==> src/rtl/serial_cmp_encoder.sv <==
// serial_cmp_encoder: streams the MSB-first bitwise comparison of two captured
// words as 2-bit (y, z) symbols, stopping after the first mismatching bit.
//
// state  | meaning
// -------+------------------------------------------------------------
// S_IDLE | waiting for start; outputs quiet, result holds last verdict
// S_SEND | driving the symbol for bit idx, held for HOLD cycles
// S_DONE | one-cycle done pulse; result carries the final symbol
//
// Symbol / result code: 01 equal, 10 A bit > B bit, 11 B bit > A bit, 00 none.
module serial_cmp_encoder #(
  parameter int WIDTH = 3,
  parameter int HOLD  = 1
) (
  input  logic             clk,
  input  logic             rst,
  input  logic             start,
  input  logic [WIDTH-1:0] a,
  input  logic [WIDTH-1:0] b,
  output logic             y,
  output logic             z,
  output logic             sym_valid,
  output logic             sym_last,
  output logic             busy,
  output logic             done,
  output logic [1:0]       result
);

  localparam int IW = (WIDTH > 1) ? $clog2(WIDTH) : 1;
  localparam int HW = (HOLD > 1) ? $clog2(HOLD) : 1;

  localparam logic [IW-1:0] IDX_MSB  = IW'(WIDTH - 1);
  localparam logic [HW-1:0] HOLD_TOP = HW'(HOLD - 1);

  typedef enum logic [1:0] {
    S_IDLE = 2'd0,
    S_SEND = 2'd1,
    S_DONE = 2'd2
  } state_t;

  state_t           state_q, state_d;
  logic [WIDTH-1:0] a_q, a_d;
  logic [WIDTH-1:0] b_q, b_d;
  logic [IW-1:0]    idx_q, idx_d;
  logic [HW-1:0]    hold_q, hold_d;
  logic [1:0]       yz_q, yz_d;
  logic             valid_q, valid_d;
  logic             last_q, last_d;
  logic             busy_q, busy_d;
  logic             done_q, done_d;
  logic [1:0]       result_q, result_d;

  logic [IW-1:0]    idx_next;
  logic [1:0]       sym_new;

  function automatic logic [1:0] sym_of(input logic abit, input logic bbit);
    if (abit == bbit) return 2'b01;
    else if (abit)    return 2'b10;
    else              return 2'b11;
  endfunction

  // Next-state and next-output computation; outputs are registered so the
  // symbol for a bit is computed one edge ahead of when it appears.
  always_comb begin
    state_d  = state_q;
    a_d      = a_q;
    b_d      = b_q;
    idx_d    = idx_q;
    hold_d   = hold_q;
    yz_d     = yz_q;
    valid_d  = valid_q;
    last_d   = last_q;
    busy_d   = busy_q;
    done_d   = 1'b0;
    result_d = result_q;
    idx_next = idx_q - IW'(1);
    sym_new  = 2'b00;

    case (state_q)
      S_IDLE: begin
        if (start) begin
          // The MSB symbol comes straight from the inputs so that it is on
          // the wire right after the accepting edge.
          sym_new  = sym_of(a[WIDTH-1], b[WIDTH-1]);
          a_d      = a;
          b_d      = b;
          idx_d    = IDX_MSB;
          hold_d   = HOLD_TOP;
          yz_d     = sym_new;
          valid_d  = 1'b1;
          last_d   = (sym_new != 2'b01) || (WIDTH == 1);
          busy_d   = 1'b1;
          result_d = 2'b00;
          state_d  = S_SEND;
        end
      end

      S_SEND: begin
        if (hold_q != '0) begin
          hold_d = hold_q - HW'(1);
        end else if ((yz_q != 2'b01) || (idx_q == '0)) begin
          // Exit is decided before idx would go below zero.
          yz_d     = 2'b00;
          valid_d  = 1'b0;
          last_d   = 1'b0;
          done_d   = 1'b1;
          result_d = yz_q;
          state_d  = S_DONE;
        end else begin
          sym_new = sym_of(a_q[idx_next], b_q[idx_next]);
          idx_d   = idx_next;
          hold_d  = HOLD_TOP;
          yz_d    = sym_new;
          last_d  = (sym_new != 2'b01) || (idx_next == '0);
        end
      end

      S_DONE: begin
        busy_d  = 1'b0;
        state_d = S_IDLE;
      end

      default: begin
        yz_d    = 2'b00;
        valid_d = 1'b0;
        last_d  = 1'b0;
        busy_d  = 1'b0;
        state_d = S_IDLE;
      end
    endcase
  end

  // State and output registers with synchronous reset; reset overrides start.
  always_ff @(posedge clk) begin
    if (rst) begin
      state_q  <= S_IDLE;
      a_q      <= '0;
      b_q      <= '0;
      idx_q    <= '0;
      hold_q   <= '0;
      yz_q     <= 2'b00;
      valid_q  <= 1'b0;
      last_q   <= 1'b0;
      busy_q   <= 1'b0;
      done_q   <= 1'b0;
      result_q <= 2'b00;
    end else begin
      state_q  <= state_d;
      a_q      <= a_d;
      b_q      <= b_d;
      idx_q    <= idx_d;
      hold_q   <= hold_d;
      yz_q     <= yz_d;
      valid_q  <= valid_d;
      last_q   <= last_d;
      busy_q   <= busy_d;
      done_q   <= done_d;
      result_q <= result_d;
    end
  end

  assign y         = yz_q[1];
  assign z         = yz_q[0];
  assign sym_valid = valid_q;
  assign sym_last  = last_q;
  assign busy      = busy_q;
  assign done      = done_q;
  assign result    = result_q;

endmodule

==> config.mk <==
export PLATFORM = sky130hd
export DESIGN_NAME = serial_cmp_encoder
export DESIGN_NICKNAME = d
export VERILOG_FILES = /design/src/rtl/serial_cmp_encoder.sv
export SDC_FILE = /design/constraint.sdc
export NUM_CORES = 1
export LEC_CHECK = 0
export BUFFER_PORTS_ARGS = -buffer_cell sky130_fd_sc_hd__buf_2
export CORE_AREA = 2 2 50 52
export CTS_CLUSTER_DIAMETER = 40
export DETAILED_ROUTE_END_ITERATION = 8
export DIE_AREA = 0 0 52 54
export PLACE_DENSITY = 0.69
export RECOVER_POWER = 100
export SKIP_CTS_REPAIR_TIMING = 1
export SYNTH_ARGS = -nofsm -noshare
export SYNTH_HDL_FRONTEND = slang
export SYNTH_SLANG_ARGS = --single-unit
==> constraint.sdc <==
create_clock -name clk -period 2.2 [get_ports clk]
set_input_delay 0.33 -clock clk [delete_from_list [all_inputs] [get_ports clk]]
set_output_delay 0.33 -clock clk [all_outputs]
set_load 0.03 [all_outputs]
==> metrics.log, run 1 <==
[metrics] maximum number of pins on one net before global-route repair: 21
[metrics] global-route wire length before repair: 3050 µm
[metrics] worst clock skew: 0.00321 ns
[metrics] final weighted congestion in routability-driven placement: 0.796
[metrics] final-report setup violation count: 0
[metrics] Netlist Area Pre-Place: 876 µm²
[metrics] effective utilization at floorplan: 37.8%
[metrics] Area after DPL: 952 µm²
[metrics] count of antenna diodes in the layout: 0
[metrics] standard-cell rows: 18
[metrics] Antenna Nets Post-Route: 0
[metrics] status: complete, no violations
[metrics] top-level port count: 17
[metrics] maximum resistive drop on vdd: 0.369 mV
[metrics] hold-critical path depth: 3
[metrics] wire length reported by the detailed router: 1760 µm
[metrics] Reg2Reg Launch Point: idx_q[0]
[metrics] number of remaining DRC errors: 0
[metrics] summed area of non-filler cells in the final layout: 980 µm²
[metrics] WHS Endpoint: a_q[1]
[metrics] number of distinct standard cells referenced by the synthesized netlist: 32
[metrics] CTS buffer count: 3
[metrics] antenna violations before repair: 0
[metrics] number of violations of the max-capacitance limit: 0
[metrics] terminus of the critical flop-to-flop path: yz_q[1]
[metrics] CP Class: reg2reg
[metrics] number of sinks handled by clock tree synthesis: 18
[metrics] vertical extent of the die: 54 µm
[metrics] First-pass DRT Iterations: 3
[metrics] clock period minus final worst setup slack: 1.94 ns
[metrics] Hold Startpoint: a[1]
[metrics] most frequent standard cell in the layout excluding fill and tap cells: sky130_fd_sc_hd__dfxtp_1
[metrics] CTS H-tree lvls: 1
[metrics] Clock Root Buffer: sky130_fd_sc_hd__clkbuf_4
[metrics] final slew viol count: 0
[metrics] CP Max Fanout: 6
[metrics] die area: 2810 µm²
[metrics] final total negative setup slack: 0 ns
[metrics] final cycle utilization of the critical path: 88.3%
[metrics] worst hold margin: 0.268 ns
[metrics] core area: 2320 µm²
[metrics] number of DRC markers in iteration 0: 1
[metrics] dpl cells: 138
[metrics] nature of the critical path endpoint: flop
[metrics] HPWL Detailed: 1320 µm
[metrics] Worst-Margin Slew: 0.904 ns
[metrics] RSZ-0062 raised after global routing: no
[metrics] detailed-route via count: 716
[metrics] Achievable Freq: 0.515 GHz
[metrics] share of post-route cells with drive strength above 1: 16.1%
[metrics] Post-Synthesis Net Count: 110
[metrics] number of global-route vias before repair: 706
[metrics] maximum clock path buffer count: 2
[metrics] routed wirelength normalized by instance count: 12.4 µm
[metrics] Req. time, crit path: 2.40 ns
[metrics] commonest cells after routing, fill and taps aside: sky130_fd_sc_hd__dfxtp_1, sky130_fd_sc_hd__nand2_1, sky130_fd_sc_hd__a21oi_1
[metrics] relative area change from synthesis to final layout: 11.9%
[metrics] class of the tightest hold or removal check: in2reg
[metrics] clock latency of the later-clocked register in the worst-skew pair: 0.29 ns
[metrics] TritonCTS clock tree: built
[metrics] type of origin of the critical path: flop
[metrics] slack of the worst reg-to-reg path: 0.26 ns
[metrics] proportion of synthesized chip area in sequential cells: 41.1%
[metrics] number of synthesized register bits: 18
[metrics] Arrival @ worst endpoint: 2.15 ns
[metrics] count of buffers from port buffering: 16
[metrics] total routing usage reported by global routing: 14.6%
[metrics] Horiz. Die Dim: 52 µm
[metrics] power density over the cells: 700 nW/µm²
[metrics] clock slew at the register clock pins of the worst setup and hold paths: 0.11 ns
[metrics] slew margin rel.: 39.6%
[metrics] final layout net count: 126
[metrics] mean number of vias per cell: 5.04
[metrics] leak pwr: 0.362 nW
[metrics] number of warnings issued by yosys: 0
[metrics] Avg Synthesized Cell Area: 9.03 µm²
[metrics] Post-Syn Instances: 97
[metrics] non-filler instance count after layout: 142
[metrics] overflow left after global routing: 0
[metrics] length in cells of the worst reg-to-reg path: 8
[metrics] count of endpoints failing hold in the final timing report: 0
sequential cells by signal, indices dropped and copies added, names as in the netlist, 2 cells and up:
register,count
result,2
yz_q,2
b_q,3
state_q,2
a_q,3
idx_q,2
report_power, final:
group,leakage [nW],switching [mW],internal [mW]
logic,0.194,0.0732,0.0455
registers,0.148,0.0181,0.346
clock network,0.0210,0.102,0.101
total,0.362,0.193,0.493
metrics by stage:
stage	setup slack [ns]	util [%]	power (mW)
6_report	0.257	42.2	0.685
5_1_grt	0.0612	42.2	0.724
4_1_cts	0.128	42.6	0.693
3_5_place_dp	0.152	41.0	0.490
3_3_place_gp	0.229	41.0	0.486
2_1_floorplan	0.323	-	0.463
how the worst max path moves through the flow:
stage                     startpoint      end  depth (start not counted)  slack, ns
after floorplan             idx_q[0]  yz_q[1]                          8       0.32
after global placement      idx_q[0]  yz_q[1]                          8       0.23
after detailed placement    idx_q[0]  yz_q[1]                          8       0.15
after CTS                   idx_q[0]  yz_q[1]                          8       0.13
after global routing        idx_q[0]  yz_q[1]                          8       0.06
final                       idx_q[0]  yz_q[1]                          8       0.26
critical path: stages, from the launching register on:
cell	delay [ns]
sky130_fd_sc_hd__dfxtp_1	0.39
sky130_fd_sc_hd__inv_2	0.09
sky130_fd_sc_hd__ha_4	0.30
sky130_fd_sc_hd__mux2i_1	0.19
sky130_fd_sc_hd__nor2_1	0.06
sky130_fd_sc_hd__a31oi_1	0.14
sky130_fd_sc_hd__ha_1	0.26
sky130_fd_sc_hd__nand3b_1	0.17
sky130_fd_sc_hd__a221oi_1	0.26
kinds of logic after synthesis:
logic type	Yosys count	share of synthesized area, %
and+or+nand+nor	39	25.6
adders and majority gates	4	5.71
buffers and inverters	9	6.43
AOI/OAI and AO/OA	24	17.1
DFF	18	41.1
muxes	3	4.00
per-layer routing:
layer,up-vias,share of wire (%),GRT usage [%]
met5,-,0,0
met4,0,0,6.14
met2,15,48,24.7
li1,375,-,-
met3,0,4.2,2.50
met1,326,47,18.2
cell type report:
class | count | area (µm²)
fillers | 246 | 1340
repair buffers | 16 | 70.1
multi-input cells | 70 | 460
clock buffers | 4 | 36.3
inverters | 4 | 15.0
well taps | 30 | 37.5
flip-flops and latches | 18 | 360
cells in the mapped netlist:
cell type / count / area share (%)
sky130_fd_sc_hd__dfxtp_1: 18 / 41
sky130_fd_sc_hd__nand2_1: 16 / 6.9
sky130_fd_sc_hd__a21oi_1: 9 / 5.1
sky130_fd_sc_hd__a31oi_1: 5 / 3.6
sky130_fd_sc_hd__ha_1: 4 / 5.7
sky130_fd_sc_hd__a221oi_1: 3 / 3.0
sky130_fd_sc_hd__buf_6: 3 / 3.9
sky130_fd_sc_hd__inv_1: 3 / 1.3
sky130_fd_sc_hd__nand2b_1: 3 / 2.1
sky130_fd_sc_hd__nor2_1: 3 / 1.3
sky130_fd_sc_hd__nor3_1: 3 / 1.7
sky130_fd_sc_hd__o21ai_0: 3 / 1.7
sky130_fd_sc_hd__mux2i_1: 2 / 2.3
sky130_fd_sc_hd__nand3_1: 2 / 1.1
sky130_fd_sc_hd__nand3b_1: 2 / 1.7
sky130_fd_sc_hd__nor4_1: 2 / 1.4
sky130_fd_sc_hd__a211oi_1: 1 / 0.86
sky130_fd_sc_hd__a31o_2: 1 / 1.0
sky130_fd_sc_hd__and4bb_2: 1 / 1.4
sky130_fd_sc_hd__buf_1: 1 / 0.43
sky130_fd_sc_hd__clkbuf_1: 1 / 0.43
sky130_fd_sc_hd__clkinv_1: 1 / 0.43
sky130_fd_sc_hd__mux2_4: 1 / 1.7
sky130_fd_sc_hd__nand2_2: 1 / 0.71
sky130_fd_sc_hd__nor2b_1: 1 / 0.71
sky130_fd_sc_hd__nor2b_2: 1 / 1.0
sky130_fd_sc_hd__nor3b_2: 1 / 1.4
sky130_fd_sc_hd__nor3b_4: 1 / 2.1
sky130_fd_sc_hd__o21bai_1: 1 / 0.86
sky130_fd_sc_hd__o41ai_1: 1 / 1.0
sky130_fd_sc_hd__or2b_1: 1 / 0.86
sky130_fd_sc_hd__or3b_1: 1 / 1.0
(Power assumes the default switching activity.)
==> run 2: changes to the inputs <==
- BUFFER_PORTS_ARGS: -buffer_cell sky130_fd_sc_hd__buf_2 -> unset
- DONT_BUFFER_PORTS: unset -> 1
- PLACE_DENSITY: 0.69 -> 0.63
==> metrics.log, run 2 (same netlist as run 1, synthesis figures left out) <==
[metrics] CP Max Fanout: 6 (unchanged)
[metrics] global-route wire length before repair: 2870 µm (was 3050 µm)
[metrics] most frequent standard cell in the layout excluding fill and tap cells: sky130_fd_sc_hd__dfxtp_1 (unchanged)
[metrics] core area: 2320 µm² (unchanged)
[metrics] type of origin of the critical path: flop (unchanged)
[metrics] clock slew at the register clock pins of the worst setup and hold paths: 0.10 ns (was 0.11 ns)
[metrics] First-pass DRT Iterations: 4 (was 3)
[metrics] kind of cell adding the most delay to the critical path: adder cells (unchanged)
[metrics] status: complete, no violations (unchanged)
[metrics] number of violations of the max-capacitance limit: 0 (unchanged)
[metrics] switching part of the total power: 28.7% (was 28.1%)
[metrics] number of remaining DRC errors: 0 (unchanged)
[metrics] overflow left after global routing: 0 (unchanged)
[metrics] relative area change from synthesis to final layout: 2.71% (was 11.9%)
[metrics] summed area of non-filler cells in the final layout: 900 µm² (was 980 µm²)
[metrics] net switching component of the power: 0.180 mW (was 0.193 mW)
[metrics] relative contribution of sequential cells to total power: 60.5% (was 53.2%)
[metrics] mean number of vias per cell: 5.40 (was 5.04)
[metrics] clock period minus final worst setup slack: 2.00 ns (was 1.94 ns)
[metrics] delay contributed by the slowest stage of the critical path: 0.36 ns (was 0.39 ns)
[metrics] antenna violations before repair: 0 (unchanged)
[metrics] effective utilization at floorplan: 37.8% (unchanged)
[metrics] internal power: 0.448 mW (was 0.493 mW)
[metrics] dpl cells: 123 (was 138)
[metrics] Req. time, crit path: 2.40 ns (about the same)
[metrics] RSZ-0062 raised after global routing: no (unchanged)
[metrics] Achievable Freq: 0.501 GHz (was 0.515 GHz)
[metrics] power density over the cells: 698 nW/µm² (was 700 nW/µm²)
[metrics] final-report setup violation count: 0 (unchanged)
[metrics] slack of the worst reg-to-reg path: 0.20 ns (was 0.26 ns)
[metrics] number of fill cells: 258 (was 246)
[metrics] final layout net count: 111 (was 126)
[metrics] slew margin rel.: 40.8% (was 39.6%)
[metrics] core occupancy in the finished layout: 38.8% (was 42.2%)
[metrics] cells along the critical path: inv_1 -> ha_4 -> mux2i_1 -> nor2_1 -> a31oi_1 -> ha_1 -> nand3b_1 -> a221oi_1 (was inv_2 -> ha_4 -> mux2i_1 -> nor2_1 -> a31oi_1 -> ha_1 -> nand3b_1 -> a221oi_1)
[metrics] stages on the worst setup path: 8 (unchanged)
[metrics] Area after DPL: 880 µm² (was 952 µm²)
[metrics] top-level port count: 17 (unchanged)
[metrics] Horiz. Die Dim: 52 µm (unchanged)
[metrics] routed wirelength normalized by instance count: 13.7 µm (was 12.4 µm)
[metrics] wire length reported by the detailed router: 1730 µm (was 1760 µm)
[metrics] CP max-delay cell: sky130_fd_sc_hd__dfxtp_1 (unchanged)
[metrics] maximum clock path buffer count: 2 (unchanged)
[metrics] CTS H-tree lvls: 1 (unchanged)
[metrics] nature of the critical path endpoint: flop (unchanged)
[metrics] detailed-route via count: 681 (was 716)
[metrics] CP Class: reg2reg (unchanged)
[metrics] length in cells of the worst reg-to-reg path: 8 (unchanged)
[metrics] leak pwr: 0.315 nW (was 0.362 nW)
[metrics] final weighted congestion in routability-driven placement: 0.768 (was 0.796)
[metrics] total routing usage reported by global routing: 14.2% (was 14.6%)
[metrics] class of the tightest hold or removal check: in2reg (unchanged)
[metrics] worst clock skew: 0.00557 ns (was 0.00321 ns)
[metrics] number of DRC markers in iteration 0: 18 (was 1)
[metrics] share of post-route cells with drive strength above 1: 8.33% (was 16.1%)
[metrics] die area: 2810 µm² (unchanged)
[metrics] final total negative setup slack: 0 ns (unchanged)
[metrics] number of global-route vias before repair: 623 (was 706)
[metrics] Reg2Reg Launch Point: idx_q[0] (unchanged)
[metrics] Worst-Margin Slew: 0.886 ns (was 0.904 ns)
[metrics] count of buffers from port buffering: 0 (was 16)
[metrics] terminus of the critical flop-to-flop path: yz_q[1] (unchanged)
[metrics] non-filler instance count after layout: 126 (was 142)
[metrics] biggest registers after layout: a_q (3), b_q (3) (unchanged)
[metrics] count of antenna diodes in the layout: 0 (unchanged)
[metrics] CTS buffer count: 3 (unchanged)
[metrics] PnR Total Power: 0.628 mW (was 0.685 mW)
[metrics] critical path buffer and inverter count: 1 (unchanged)
[metrics] combinational fraction of design power: 13.6% (was 17.3%)
[metrics] fraction of power consumed by the clock network: 25.9% (was 29.5%)
[metrics] count of endpoints failing hold in the final timing report: 0 (unchanged)
[metrics] termination of the worst setup path: yz_q[1] (unchanged)
[metrics] number of sinks handled by clock tree synthesis: 18 (unchanged)
[metrics] standard-cell rows: 18 (unchanged)
[metrics] Arrival @ worst endpoint: 2.20 ns (was 2.15 ns)
[metrics] Antenna Nets Post-Route: 0 (unchanged)
[metrics] final cycle utilization of the critical path: 90.8% (was 88.3%)
[metrics] Clock Root Buffer: sky130_fd_sc_hd__clkbuf_4 (unchanged)
[metrics] worst setup path startpoint: idx_q[0] (unchanged)
[metrics] commonest cells after routing, fill and taps aside: sky130_fd_sc_hd__dfxtp_1, sky130_fd_sc_hd__nand2_1, sky130_fd_sc_hd__a21oi_1 (unchanged)
[metrics] HPWL Detailed: 1280 µm (was 1320 µm)
[metrics] vertical extent of the die: 54 µm (unchanged)
[metrics] maximum number of pins on one net before global-route repair: 21 (unchanged)
[metrics] final slew viol count: 0 (unchanged)
[metrics] TritonCTS clock tree: built (unchanged)
[metrics] clock latency of the later-clocked register in the worst-skew pair: 0.29 ns (about the same)
[metrics] maximum resistive drop on vdd: 0.401 mV (was 0.369 mV)
==> run 2: how the worst min path moves through the flow <==
stage,from,to,slack [ns],cells after the start
2_1_floorplan,a_q[2],a_q[2],0.44,2
3_3_place_gp,rst,result[1],0.40,1
3_5_place_dp,rst,result[1],0.40,1
4_1_cts,rst,result[1],0.09,1
5_1_grt,rst,busy,0.07,1
6_report,rst,busy,0.09,1
==> run 2: layout make-up <==
type                       count  area [µm²]  share of cell area, %
multi-input combinational     70         460                   51.2
sequential                    18         360                   40.1
tap                           30        37.5                   4.17
clock buffer                   3        22.5                   2.50
inverter                       4        15.0                   1.67
timing repair buffer           1        3.75                  0.417
==> run 2: routing by layer <==
layer / vias to the layer above / share of wire (%) / track usage [%]
li1: 348 / - / -
met1: 308 / 46 / 18.5
met2: 23 / 45 / 21.3
met3: 2 / 8.7 / 6.39
met4: 0 / 0.23 / 3.51
met5: - / 0 / 0
==> run 2: stage by stage <==
stage | hold slack, ns | worst slack (ns)
after detailed placement | 0.404 | 0.111
after floorplan | 0.436 | 0.323
after global routing | 0.0666 | 0.0113
after CTS | 0.0853 | 0.0919
after global placement | 0.403 | 0.222
final | 0.0882 | 0.203
==> run 2: power by group through the flow <==
stage                     logic, mW  clock network, mW  registers [mW]
final                        0.0855              0.163           0.380
after global routing         0.0967              0.181           0.383
after CTS                    0.0845              0.168           0.380
after detailed placement     0.0842                  0           0.388
after global placement       0.0823                  0           0.388
after floorplan              0.0788                  0           0.384
==> run 3: changes to the inputs <==
- CORE_AREA: 2 2 50 52 -> 2 2 48 50
- DIE_AREA: 0 0 52 54 -> 0 0 50 52
- PLACE_DENSITY: 0.63 -> 0.67
==> metrics.log, run 3 (same netlist as run 1, synthesis figures left out) <==
[metrics] final cycle utilization of the critical path: 90.7% (was 90.8%)
[metrics] count of buffers from port buffering: 0 (unchanged)
[metrics] global-route wire length before repair: 2710 µm (was 2870 µm)
[metrics] CP Class: reg2reg (unchanged)
[metrics] count of endpoints failing hold in the final timing report: 0 (unchanged)
[metrics] final-report setup violation count: 0 (unchanged)
[metrics] stages on the worst setup path: 8 (unchanged)
[metrics] cells along the critical path: inv_1 -> ha_4 -> mux2i_1 -> nor2_1 -> a31oi_1 -> ha_1 -> nand3b_1 -> a221oi_1 (unchanged)
[metrics] mean number of vias per cell: 5.52 (was 5.40)
[metrics] non-filler instance count after layout: 125 (was 126)
[metrics] final slew viol count: 0 (unchanged)
[metrics] worst clock skew: 0.00207 ns (was 0.00557 ns)
[metrics] maximum number of pins on one net before global-route repair: 21 (unchanged)
[metrics] worst hold margin: 0.0958 ns (was 0.0882 ns)
[metrics] First-pass DRT Iterations: 5 (was 4)
[metrics] class of the tightest hold or removal check: in2reg (unchanged)
[metrics] critical path buffer and inverter count: 1 (unchanged)
[metrics] Horiz. Die Dim: 50 µm (was 52 µm)
[metrics] delay contributed by the slowest stage of the critical path: 0.37 ns (was 0.36 ns)
[metrics] standard-cell rows: 17 (was 18)
[metrics] maximum clock path buffer count: 2 (unchanged)
[metrics] commonest cells after routing, fill and taps aside: sky130_fd_sc_hd__dfxtp_1, sky130_fd_sc_hd__nand2_1, sky130_fd_sc_hd__a21oi_1 (unchanged)
[metrics] clock period minus final worst setup slack: 2.00 ns (about the same)
[metrics] share of post-route cells with drive strength above 1: 9.28% (was 8.33%)
[metrics] number of sinks handled by clock tree synthesis: 18 (unchanged)
[metrics] TritonCTS clock tree: built (unchanged)
[metrics] final total negative setup slack: 0 ns (unchanged)
[metrics] RSZ-0062 raised after global routing: no (unchanged)
[metrics] kind of cell adding the most delay to the critical path: adder cells (unchanged)
[metrics] HPWL Detailed: 1210 µm (was 1280 µm)
[metrics] antenna violations before repair: 0 (unchanged)
[metrics] core area: 2110 µm² (was 2320 µm²)
[metrics] core occupancy in the finished layout: 43.3% (was 38.8%)
[metrics] status: complete, no violations (unchanged)
[metrics] CP max-delay cell: sky130_fd_sc_hd__dfxtp_1 (unchanged)
[metrics] number of DRC markers in iteration 0: 9 (was 18)
[metrics] Req. time, crit path: 2.40 ns (about the same)
[metrics] routed wirelength normalized by instance count: 13.2 µm (was 13.7 µm)
[metrics] effective utilization at floorplan: 41.6% (was 37.8%)
[metrics] dpl cells: 121 (was 123)
[metrics] overflow left after global routing: 0 (unchanged)
[metrics] number of global-route vias before repair: 609 (was 623)
[metrics] CP Max Fanout: 6 (unchanged)
[metrics] clock slew at the register clock pins of the worst setup and hold paths: 0.10 ns (about the same)
[metrics] PnR Total Power: 0.662 mW (was 0.628 mW)
[metrics] number of remaining DRC errors: 0 (unchanged)
[metrics] Worst-Margin Slew: 0.943 ns (was 0.886 ns)
[metrics] final layout net count: 111 (unchanged)
[metrics] type of origin of the critical path: flop (unchanged)
[metrics] CTS H-tree lvls: 1 (unchanged)
[metrics] final weighted congestion in routability-driven placement: 0.797 (was 0.768)
[metrics] leak pwr: 0.322 nW (was 0.315 nW)
[metrics] Clock Root Buffer: sky130_fd_sc_hd__clkbuf_4 (unchanged)
[metrics] maximum resistive drop on vdd: 0.359 mV (was 0.401 mV)
[metrics] clock latency of the later-clocked register in the worst-skew pair: 0.29 ns (about the same)
[metrics] total routing usage reported by global routing: 13.9% (was 14.2%)
[metrics] relative area change from synthesis to final layout: 4.00% (was 2.71%)
[metrics] Arrival @ worst endpoint: 2.19 ns (was 2.20 ns)
[metrics] slew margin rel.: 37.0% (was 40.8%)
[metrics] hold-critical path depth: 1 (unchanged)
[metrics] CTS buffer count: 3 (unchanged)
[metrics] length in cells of the worst reg-to-reg path: 8 (unchanged)
[metrics] most frequent standard cell in the layout excluding fill and tap cells: sky130_fd_sc_hd__dfxtp_1 (unchanged)
[metrics] wire length reported by the detailed router: 1650 µm (was 1730 µm)
[metrics] Achievable Freq: 0.501 GHz (about the same)
[metrics] count of antenna diodes in the layout: 0 (unchanged)
[metrics] Antenna Nets Post-Route: 0 (unchanged)
[metrics] detailed-route via count: 690 (was 681)
[metrics] number of violations of the max-capacitance limit: 0 (unchanged)
[metrics] biggest registers after layout: a_q (3), b_q (3) (unchanged)
[metrics] top-level port count: 17 (unchanged)
[metrics] die area: 2600 µm² (was 2810 µm²)
[metrics] nature of the critical path endpoint: flop (unchanged)
[metrics] power density over the cells: 727 nW/µm² (was 698 nW/µm²)
[metrics] vertical extent of the die: 52 µm (was 54 µm)
-- run 3: stage by stage --
stage,setup slack (ns),instance area (µm²)
2_1_floorplan,0.323,876
3_3_place_gp,0.222,877
3_5_place_dp,0.132,877
4_1_cts,0.105,913
5_1_grt,0.0544,911
6_report,0.204,911
-- run 3: power breakdown --
group / internal, mW / switching (mW)
registers: 0.346 / 0.0324
clock network: 0.101 / 0.0968
logic: 0.0377 / 0.0480
total: 0.485 / 0.177
-- run 3: final timing paths --
kind	start	slack, ns	to
max	idx_q[0]	0.20	yz_q[1]
min	rst	0.1	result[1]
min reg2reg	b_q[2]	0.45	b_q[2]
max reg2reg	idx_q[0]	0.20	yz_q[1]
-- run 3: final cells by class --
| cell class | instances | area (µm²) |
|---|---|---|
| clock buffers | 4 | 36.3 |
| fillers | 222 | 1190 |
| inverters | 4 | 15.0 |
| multi-input cells | 70 | 460 |
| flip-flops and latches | 18 | 360 |
| well taps | 28 | 35.0 |
| repair buffers | 1 | 3.75 |
-- run 3: layer usage --
metal,wire length (µm),GRT usage [%],vias to the layer above,share of wire (%)
met5,0,0,-,0
met4,0,5.56,0,0
met3,98,3.74,0,5.9
met2,829,24.6,18,50
met1,726,15.9,326,44
li1,-,-,346,-
